## src/rtl/alu_share_ctrl.sv

```systemverilog
// Arbitrates two requesters onto one external combinational ALU.
// One operation in flight: IDLE (accept) -> EXEC (capture ALU) -> RESP (hold until taken).
module alu_share_ctrl #(
   parameter int WIDTH = 32
) (
   input  logic             clk,
   input  logic             rst,
   // Request handshake: an operation is accepted in the cycle where reqN_valid
   // and reqN_ready are both high; reqN_ready only rises in IDLE outside reset.
   input  logic             req0_valid,
   output logic             req0_ready,
   input  logic [3:0]       req0_op,
   input  logic [WIDTH-1:0] req0_a,
   input  logic [WIDTH-1:0] req0_b,
   input  logic             req1_valid,
   output logic             req1_ready,
   input  logic [3:0]       req1_op,
   input  logic [WIDTH-1:0] req1_a,
   input  logic [WIDTH-1:0] req1_b,
   output logic [3:0]       alu_op,
   output logic [WIDTH-1:0] alu_a,
   output logic [WIDTH-1:0] alu_b,
   input  logic [WIDTH-1:0] alu_result,
   input  logic             alu_zero,
   output logic             rsp0_valid,
   input  logic             rsp0_ready,
   output logic             rsp1_valid,
   input  logic             rsp1_ready,
   output logic [WIDTH-1:0] rsp_result,
   output logic             rsp_zero,
   output logic             rsp_err,
   output logic             busy,
   output logic [1:0]       dbg_state_o
);

   typedef enum logic [1:0] {
      IDLE = 2'd0,
      EXEC = 2'd1,
      RESP = 2'd2
   } state_t;

   state_t           state_q, state_d;
   logic             last_q, last_d;
   logic             gnt_q, gnt_d;
   logic [3:0]       op_q, op_d;
   logic [WIDTH-1:0] a_q, a_d;
   logic [WIDTH-1:0] b_q, b_d;
   logic [WIDTH-1:0] res_q, res_d;
   logic             zero_q, zero_d;
   logic             err_q, err_d;

   logic             any_valid;
   logic             pick;
   logic             rsp_fire;

   function automatic logic op_legal(input logic [3:0] op);
      case (op)
         4'b0000, 4'b0100, 4'b0001, 4'b0101, 4'b0010, 4'b0110: op_legal = 1'b1;
         default:                                              op_legal = 1'b0;
      endcase
   endfunction

   // Tie goes to whoever was not served last; a lone requester always wins.
   assign any_valid = req0_valid | req1_valid;
   assign pick      = (req0_valid && req1_valid) ? ~last_q : req1_valid;
   assign rsp_fire  = gnt_q ? rsp1_ready : rsp0_ready;

   always_comb begin
      state_d    = state_q;
      last_d     = last_q;
      gnt_d      = gnt_q;
      op_d       = op_q;
      a_d        = a_q;
      b_d        = b_q;
      res_d      = res_q;
      zero_d     = zero_q;
      err_d      = err_q;
      req0_ready = 1'b0;
      req1_ready = 1'b0;
      rsp0_valid = 1'b0;
      rsp1_valid = 1'b0;

      case (state_q)
         IDLE: begin
            if (any_valid && !rst) begin
               req0_ready = ~pick;
               req1_ready = pick;
               gnt_d      = pick;
               op_d       = pick ? req1_op : req0_op;
               a_d        = pick ? req1_a  : req0_a;
               b_d        = pick ? req1_b  : req0_b;
               state_d    = EXEC;
            end
         end
         EXEC: begin
            // Illegal opcodes never expose whatever the ALU happens to produce.
            if (op_legal(op_q)) begin
               res_d  = alu_result;
               zero_d = alu_zero;
               err_d  = 1'b0;
            end else begin
               res_d  = '0;
               zero_d = 1'b1;
               err_d  = 1'b1;
            end
            state_d = RESP;
         end
         RESP: begin
            rsp0_valid = ~gnt_q;
            rsp1_valid = gnt_q;
            if (rsp_fire) begin
               last_d  = gnt_q;
               state_d = IDLE;
            end
         end
         default: state_d = IDLE;
      endcase
   end

   always_ff @(posedge clk) begin
      if (rst) begin
         state_q <= IDLE;
         last_q  <= 1'b1;
         gnt_q   <= 1'b0;
         op_q    <= '0;
         a_q     <= '0;
         b_q     <= '0;
         res_q   <= '0;
         zero_q  <= 1'b0;
         err_q   <= 1'b0;
      end else begin
         state_q <= state_d;
         last_q  <= last_d;
         gnt_q   <= gnt_d;
         op_q    <= op_d;
         a_q     <= a_d;
         b_q     <= b_d;
         res_q   <= res_d;
         zero_q  <= zero_d;
         err_q   <= err_d;
      end
   end

   assign alu_op      = op_q;
   assign alu_a       = a_q;
   assign alu_b       = b_q;
   assign rsp_result  = res_q;
   assign rsp_zero    = zero_q;
   assign rsp_err     = err_q;
   assign busy        = (state_q != IDLE);
   assign dbg_state_o = state_q;

endmodule

```

## config.mk

```make
export PLATFORM = sky130hd
export DESIGN_NAME = alu_share_ctrl
export DESIGN_NICKNAME = d
export VERILOG_FILES = /design/src/rtl/alu_share_ctrl.sv
export SDC_FILE = /design/constraint.sdc
export NUM_CORES = 1
export LEC_CHECK = 0
export CAP_MARGIN = 10
export CORE_AREA = 5 5 111 113
export DETAILED_ROUTE_END_ITERATION = 10
export DIE_AREA = 0 0 116 118
export GPL_TIMING_DRIVEN = 0
export PLACE_DENSITY_LB_ADDON = 0.1
export SYNTH_ARGS = -nofsm -noshare
export SYNTH_HDL_FRONTEND = slang
export SYNTH_SLANG_ARGS = --single-unit
```

## constraint.sdc

```tcl
create_clock -name clk -period 3.83 [get_ports clk]
set_input_delay 0.383 -clock clk [delete_from_list [all_inputs] [get_ports clk]]
set_output_delay 0.383 -clock clk [all_outputs]
set_load 0.005 [all_outputs]
```

Word level (Yosys, flattened, before mapping):

Index checks and enable logic that the tools add are counted.

* logic and storage cells: 51
* input port bits: 175
* output and inout port bits: 109
* bits in registers: 106

* bitwise logic cells: 4
* reduce and logical (&&, ||, !) cells: 10
* multiplexer cells: 19
* eq/ne operators: 9

Operators by type and width (number)
* $mux W32: 3
* $eq A4 B3 Y1 const B: 3
* $mux W1: 12
* $pmux W2 S3: 1
* $reduce_and A2 Y1: 3
* $reduce_or A6 Y1: 1
* $eq A4 B1 Y1 const B: 1
* $eq A4 B2 Y1 const B: 1
* $logic_not A4 Y1: 1
* $mux W2: 2
* $mux W4: 1
* $ne A2 B2 Y1 const B: 2
* $not A1 Y1: 3
* $eq A2 B1 Y1 const B: 1
* $eq A2 B2 Y1 const B: 1
* $logic_and A1 B1 Y1: 2
* $logic_not A2 Y1: 1
* $reduce_bool A2 Y1: 1
* $logic_not A1 Y1: 1
* $or A1 B1 Y1: 1

Depth between registers and ports, before layout:

Gate-level depths: netlist of run 1.

* depth after elaboration: 5
* depth in mapped cells: 7

Worst setup path before layout of run 1:

Ideal clock, no wire load.

* kind: input port to output port
* start point: input req0_valid
* end point: output req1_ready
* data required time: 3.447 ns
* stages on the path: 5
* path slack: 2.071 ns
* arrival: 1.376 ns
* cell sequence: buf_2 a21boi_2 buf_2 buf_1 and2_1

* longest elaborated chain between the ends: 4
* elaborated cells between the ends (all ways): 6
* those cells by class: 3 x mux; 1 x bitwise; 2 x reduce/logical

Ends and longest elaborated chain
* start, declared: line 10 `input logic req0_valid,`
* $logic_and A1 B1 Y1 / $or A1 B1 Y1 (equally long branches): line 65, 64
* $mux W1 / $logic_and A1 B1 Y1 (equally long branches): line 65, 85
* $mux W1 *: line 85 `if (any_valid && !rst) begin`
* $mux W1 *: line 83 `case (state_q)`
* end, declared: line 16 `output logic req1_ready,`

Mark *: on every way between the ends. The rest lies on a longest branch, timed or not.

Worst setup path in the final report of run 1:

* start point: input req1_valid
* end point: output req1_ready

* longest elaborated chain between the ends: 4
* elaborated cells between the ends (all ways): 6
* those cells by class: 3 x mux; 1 x bitwise; 2 x reduce/logical

Ends and longest elaborated chain
* start, declared: line 15 `input logic req1_valid,`
* $logic_and A1 B1 Y1 / $or A1 B1 Y1 (equally long branches): line 65, 64
* $mux W1 / $logic_and A1 B1 Y1 (equally long branches): line 65, 85
* $mux W1 *: line 85
* $mux W1 *: line 83

Marks and branches as above.

==> reports/qor.yml, run 1 <==
worst_setup_path:
  worstReg2RegEnd: "alu_b[10]$_SDFFE_PP0P_"
  worstRegToRegCells: 6
  r2r_start: "dbg_state_o[1]$_SDFFE_PP0P_"
  arrival_ns: 2.54
  crit_path_frequent_cell: "clkdlybuf4s50_1"
  r2r_setup_slack_ns: 2.01
  cp_data_required_time_ns: 3.45
  start_kind: "input pin"
  critPathSlowestCell: "clkdlybuf4s50_1"
  worstPathCellList: "clkdlybuf4s50_1, a21boi_2, buf_2, buf_1, and2_1, clkdlybuf4s50_1"
  cp_max_fo: 10
  worstSetupPathType: "input pin to primary output"
  end_kind: "primary output"
  slowest_delay_ns: 0.51
finish:
  final_nets: 905
  diodes: 0
  syn_to_final_growth_pct: 77.3
  post_route_cells_drive_above_1_share_pct: 6.12
  instances_no_fill: 878
place:
  place_congestion: 0.867
  portBuffers: 281
  dp_hpwl_um: 13300
  placedCellCount: 862
detailed_routing:
  vias_per_cell: 5.50
  ant_nets: 0
  wl_per_cell_um: 19.5
  dr.pass1.iters: 5
  drt_iter0_drc: 333
  wirelength_um: 17100
  num_vias: 4830
  remaining_drc_errors: 0
clocking:
  cts_tree: "yes"
  clk_path_buf_depth: 2
  post-cts-setup-buffers: 0
  hold_buffers: 0
  path_clk_slew_ns: 0.07
  cts.sink_count: 106
  post_cts_resized: 0
  cts-root-buf: "clkbuf_16"
  cts-buffers-inserted: 9
  insertion_delay_ns: 0.35
  h-tree-depth: 3
logic_synthesis:
  synth_seq_cells: 106
  synthesis.nets: 613
  synth.yosys.warnings: 0
  syn_area_um2: 4260
  netlist_instances: 438
  synth.avg_cell_area_um2: 9.72
  synth_edf_count: 0
  synth_flop_cell: "dfxtp_1"
  synth-seq-area-share_pct: 49.8
  ys_types: 32
  async_flop_share_pct: 0
die:
  die_w_um: 116
  ioPinCount: 284
  initial_core_util_pct: 37.9
  core-area_um2: 11200
  rows: 39
  die_h_um: 118
  dieArea_um2: 13700
grt:
  gr-total-overflow: 0
  grt_pass1_wl_um: 26900
  grtUsageTotal_pct: 24.6
  grt_antenna_before_repair: 0
  grt_pass1_vias: 5014
  grt_max_degree: 17
min_path:
  whs_path_depth: 2
  hold_class: "input pin to flip-flop"
  hold_path_startpoint: "rst"
  min_to: "rsp_zero$_SDFFE_PP0N_"
sta:
  period_minus_slack_ns: 2.92
  min_period_over_period_pct: 76.3
  drv_slew: 0
  fmax_ghz: 0.342
  worst_pin_slew_ns: 0.471
  finalSetupTns_ns: 0
  whs_ns: 0.371
  skew_ns: 0.00991
  finalHoldViolations: 0
  relSlewSlack_pct: 68.5
  rsz0062_at_grt: "no"
  setup_viol_count_final: 0
flow_run:
  max_cap_viol_count: 0
pwr:
  ir_drop_v: 0.000285
  p_leak_nw: 2.88
  p_per_area_nw_per_um2: 386
status:
  status: "finished clean"
placed cells by master (no fill, tap or decap), types with 2 or more instances in the layout:
master / netlist / final
nand2b_1: 2 / 2
clkbuf_1: 25 / 27
clkbuf_16: 0 / 9
buf_2: 16 / 16
inv_1: 2 / 2
nor2_1: 37 / 37
o21ai_0: 23 / 23
nor2b_1: 3 / 3
and2_1: 2 / 2
a31oi_1: 24 / 24
dfxtp_1: 106 / 106
buf_4: 5 / 5
and3_1: 45 / 45
a21oi_1: 4 / 4
nand4_1: 24 / 24
clkdlybuf4s50_1: 0 / 281
buf_6: 5 / 5
a32oi_1: 32 / 32
a221o_1: 44 / 44
nor3_1: 2 / 2
nand3_1: 24 / 24
synth_stat cells (all sizes together) (5+ instances only):
cell type | n | area share, %
a31oi | 24 | 3.5
buf | 27 | 4.2
nand3 | 24 | 2.8
nand4 | 24 | 3.5
nor2 | 37 | 3.3
dfxtp | 106 | 50
clkbuf | 25 | 2.2
and3 | 45 | 6.6
a32oi | 32 | 6.6
a21oi | 5 | 0.85
o21ai | 24 | 2.8
a221o | 44 | 10
sequential cells by signal, indices dropped and copies added, names as in the netlist:
signal       flops
rsp_result      32
last_q           1
alu_a           32
rsp_zero         1
rsp_err          1
alu_op           4
dbg_state_o      2
gnt_q            1
alu_b           32
kinds of logic (layout without fill, tap and decap cells):
family                 Yosys count  in the layout  synth area share (%)
DFF                            106            106                  49.8
buffers and inverters           54            351                  6.55
and+or+nand+nor                144            144                  18.4
AOI/OAI and AO/OA              133            133                  24.9
muxes                            1              1                 0.235
layout make-up:
| class | instances | area [µm²] |
|---|---|---|
| Tap cell | 143 | 179 |
| Sequential cell | 106 | 2120 |
| Timing Repair Buffer | 281 | 2810 |
| Buffer | 52 | 272 |
| Inverter | 2 | 7.51 |
| Fill cell | 949 | 3680 |
| Clock buffer | 12 | 246 |
| Clock inverter | 4 | 51.3 |
| Multi-Input combinational cell | 278 | 1860 |
per-stage QoR:
step	total power [mW]	setup WS [ns]	area, µm²	utilization [%]
5_1_grt	3.05	0.723	7550	67.2
3_3_place_gp	1.98	0.897	7250	64.6
3_5_place_dp	2.00	0.903	7250	64.6
6_report	2.91	0.909	7550	67.2
2_1_floorplan	1.53	2.07	4260	-
4_1_cts	2.94	0.900	7550	67.2
critical path: cells and delay by family:
family,cells,cell delay (ns)
AND/OR/NAND/NOR,1,0.19
AO/OA/AOI/OAI,1,0.30
buffers and inverters,4,1.67
metal layers:
metal / up-vias / GRT usage [%] / wire length, µm
li1: 2297 / - / -
met1: 2259 / 28.6 / 6450
met2: 246 / 41.3 / 8530
met3: 28 / 9.67 / 1820
met4: 0 / 7.83 / 333
met5: - / 0 / 0
how the worst max path moves through the flow:
stage                      end        from  cells past startpoint  slack, ns
finish              req1_ready  req1_valid                      6       0.91
CTS                 req1_ready  req1_valid                      6       0.90
floorplan           req1_ready  req0_valid                      5       2.07
detailed placement  req1_ready  req1_valid                      6       0.90
global placement    req1_ready  req1_valid                      6       0.90
global route        req1_ready  req1_valid                      6       0.72
where the power goes:
part	switching (mW)	internal (mW)	total, mW	leakage (nW)
logic	0.280	0.437	0.717	1.87
registers	0.0574	1.20	1.26	0.869
clock network	0.411	0.526	0.937	0.143
Power figures use the tool's default switching activity.
==> run 2: changes to the inputs <==
--- a/config.mk
+++ b/config.mk
@@ -6,9 +6,9 @@
 export NUM_CORES = 1
 export LEC_CHECK = 0
 export CAP_MARGIN = 10
-export CORE_AREA = 5 5 111 113
+export CORE_AREA = 5 5 115 117
 export DETAILED_ROUTE_END_ITERATION = 10
-export DIE_AREA = 0 0 116 118
+export DIE_AREA = 0 0 120 122
 export GPL_TIMING_DRIVEN = 0
 export PLACE_DENSITY_LB_ADDON = 0.1
 export SYNTH_ARGS = -nofsm -noshare
==> constraint.sdc (replaced) <==
create_clock -name clk -period 2.8 [get_ports clk]
set_input_delay 0.28 -clock clk [delete_from_list [all_inputs] [get_ports clk]]
set_output_delay 0.28 -clock clk [all_outputs]
set_load 0.005 [all_outputs]
==> run 2 against run 1 <==
Utilization is 5.5 points lower. Clock power increased by 36%. Non-clock buffer count stayed put. First-iteration DRC count decreased by 9.0%. Combinational power up 37%. Highest routed layer unchanged. Via count barely moved. Sequential share of layout area shrank 0.070 points. Hold slack got worse by 0.070 ns. Largest cell class unchanged. Register-to-register slack worse by 0.91 ns. Cell count grew 0.80%. Clock-buffer cell count decreased by 3.
==> reports/qor.yml, run 2 (synthesized netlist as in run 1, its figures left out) <==
grt:
  grt_max_degree: 18  # +1
  grtUsageTotal_pct: 22.7  # -1.9 points
  grt_pass1_vias: 4937  # -1.5%
  grt_pass1_wl_um: 26500  # -1.4%
  gr-total-overflow: 0  # unchanged
  grt_antenna_before_repair: 0  # unchanged
worst_setup_path:
  worstSetupPathType: "flip-flop to primary output"
  startpoint: "dbg_state_o[0]$_SDFFE_PP0P_"
  cp_max_fo: 10  # unchanged
  arrival_ns: 2.29  # -0.25 ns
  end_kind: "primary output"
  cp_data_required_time_ns: 2.52  # -0.93 ns
  r2r_start: "dbg_state_o[1]$_SDFFE_PP0P_"
  start_kind: "flip-flop"
detailed_routing:
  dr.pass1.iters: 7  # +2
  vias_per_cell: 5.46  # -0.71%
  wirelength_um: 17200  # +0.36%
  drt_iter0_drc: 303  # -9.0%
  wl_per_cell_um: 19.4  # -0.43%
  ant_nets: 0  # unchanged
  num_vias: 4834  # +0.083%
  remaining_drc_errors: 0  # unchanged
pwr:
  swShare_pct: 26.1  # +0.41 points
  p_clk_share_pct: 31.9  # -0.3 points
  p_sw_mw: 1.04  # +38%
  ir_drop_v: 0.000319  # +12%
  power_frac_comb_pct: 24.7  # about the same
  p_per_area_nw_per_um2: 524  # +36%
  p_total_mw: 3.97  # +36%
  p_seq_share_pct: 43.4  # +0.2 points
  p_leak_nw: 2.88  # -0.18%
  p_int_mw: 2.93  # +36%
finish:
  seq_area_um2: 2120  # unchanged
  final_common_cell: "clkdlybuf4s50_1"
  diodes: 0  # unchanged
  syn_to_final_growth_pct: 77.7
  instances_no_fill: 885  # +0.80%
  fillerInstances: 1045  # +10%
  layout_common_cells: "clkdlybuf4s50_1, dfxtp_1, and3_1"
  final_nets: 905  # unchanged
  post_route_cells_drive_above_1_share_pct: 6.53  # +0.41 points
  multi_input_area_um2: 1860  # +0.34%
sta:
  relSlewSlack_pct: 67.0  # -1.5 points
  setup_viol_count_final: 0  # unchanged
  period_minus_slack_ns: 2.57
  whs_ns: 0.301  # -0.0701 ns
  finalHoldViolations: 0  # unchanged
  drv_slew: 0  # unchanged
  fmax_ghz: 0.389
  skew_ns: 0.00572  # -0.00419 ns
  min_period_over_period_pct: 91.9
  finalSetupTns_ns: 0  # unchanged
  rsz0062_at_grt: "no"
  worst_pin_slew_ns: 0.495  # +0.0246 ns
die:
  core-area_um2: 12300  # +9.2%
  die_h_um: 122  # +3.4%
  dieArea_um2: 14600  # +7.0%
  initial_core_util_pct: 34.7  # -3.2 points
  rows: 41  # +5.1%
  ioPinCount: 284  # unchanged
  die_w_um: 120  # +3.4%
clocking:
  cts_tree: "yes"
  cts-root-buf: "clkbuf_16"
  cts-buffers-inserted: 9  # unchanged
  insertion_delay_ns: 0.35  # about the same
  cts.sink_count: 106  # unchanged
  h-tree-depth: 3  # unchanged
  path_clk_slew_ns: 0.07  # about the same
  clk_path_buf_depth: 2  # unchanged
place:
  place_congestion: 0.853  # -1.7%
  placedCellCount: 869  # +0.81%
  portBuffers: 281  # unchanged
  dp_hpwl_um: 13300  # +0.20%
status:
  status: "finished clean"
min_path:
  hold_path_startpoint: "rst"
  hold_class: "input pin to flip-flop"
flow_run:
  max_cap_viol_count: 0  # unchanged
-- run 2: cell type report --
class	instances	area share, %
Sequential cell	106	28.0
Multi-Input combinational cell	278	24.6
Clock buffer	9	2.98
Timing Repair Buffer	282	37.3
Inverter	2	0.0992
Tap cell	150	2.48
Clock inverter	7	0.926
Buffer	51	3.57
-- run 2: final timing paths --
kind | endpoint | slack [ns] | cells past startpoint
worst max-delay path | req1_ready | 0.23 | 6
worst min-delay path | rsp_zero$_SDFFE_PP0N_ | 0.30 | 2
worst max register to register | alu_b[1]$_SDFFE_PP0P_ | 1.10 | 5
worst min register to register | alu_b[16]$_SDFFE_PP0P_ | 0.49 | 1
-- run 2: repair_timing --
action | 4_1_cts | 5_1_grt
hold endpoints to repair | 0 | 0
resized for setup | 1 | 1
cloned | 0 | 0
hold buffers | 0 | 0
setup endpoints to repair | 1 | 1
buffers inserted | 0 | 1
pin swaps | 0 | 1
-- run 2: per-layer routing --
layer / GRT usage [%] / wire length [µm] / vias to the layer above / part of all wire (%)
li1: - / - / 2295 / -
met1: 26.8 / 6670 / 2266 / 39
met2: 37.9 / 8350 / 243 / 49
met3: 8.36 / 1720 / 30 / 10
met4: 8.30 / 468 / 0 / 2.7
met5: 0 / 0 / - / 0
-- run 2: worst max-delay path, stage by stage, from the launching register on --
cell	delay [ns]
dfxtp_1	0.40
nor3_4	0.23
clkbuf_4	0.24
buf_4	0.19
buf_2	0.23
and2_1	0.15
clkdlybuf4s50_1	0.50
-- run 2: per-stage QoR --
stage               instance area, µm²  setup slack [ns]  util, %
floorplan                         4260              1.25        -
global placement                  7260            0.0254     59.2
detailed placement                7260            0.0598     59.2
CTS                               7560            0.0427     61.7
global route                      7570            0.0763     61.7
finish                            7570             0.227     61.7
-- run 2: power by group through the flow --
stage	clock network (mW)	registers [mW]	logic, mW
after detailed placement	0	1.75	0.978
after global routing	1.36	1.74	1.06
after CTS	1.30	1.72	0.984
after floorplan	0	1.76	0.344
final	1.27	1.72	0.981
after global placement	0	1.75	0.968
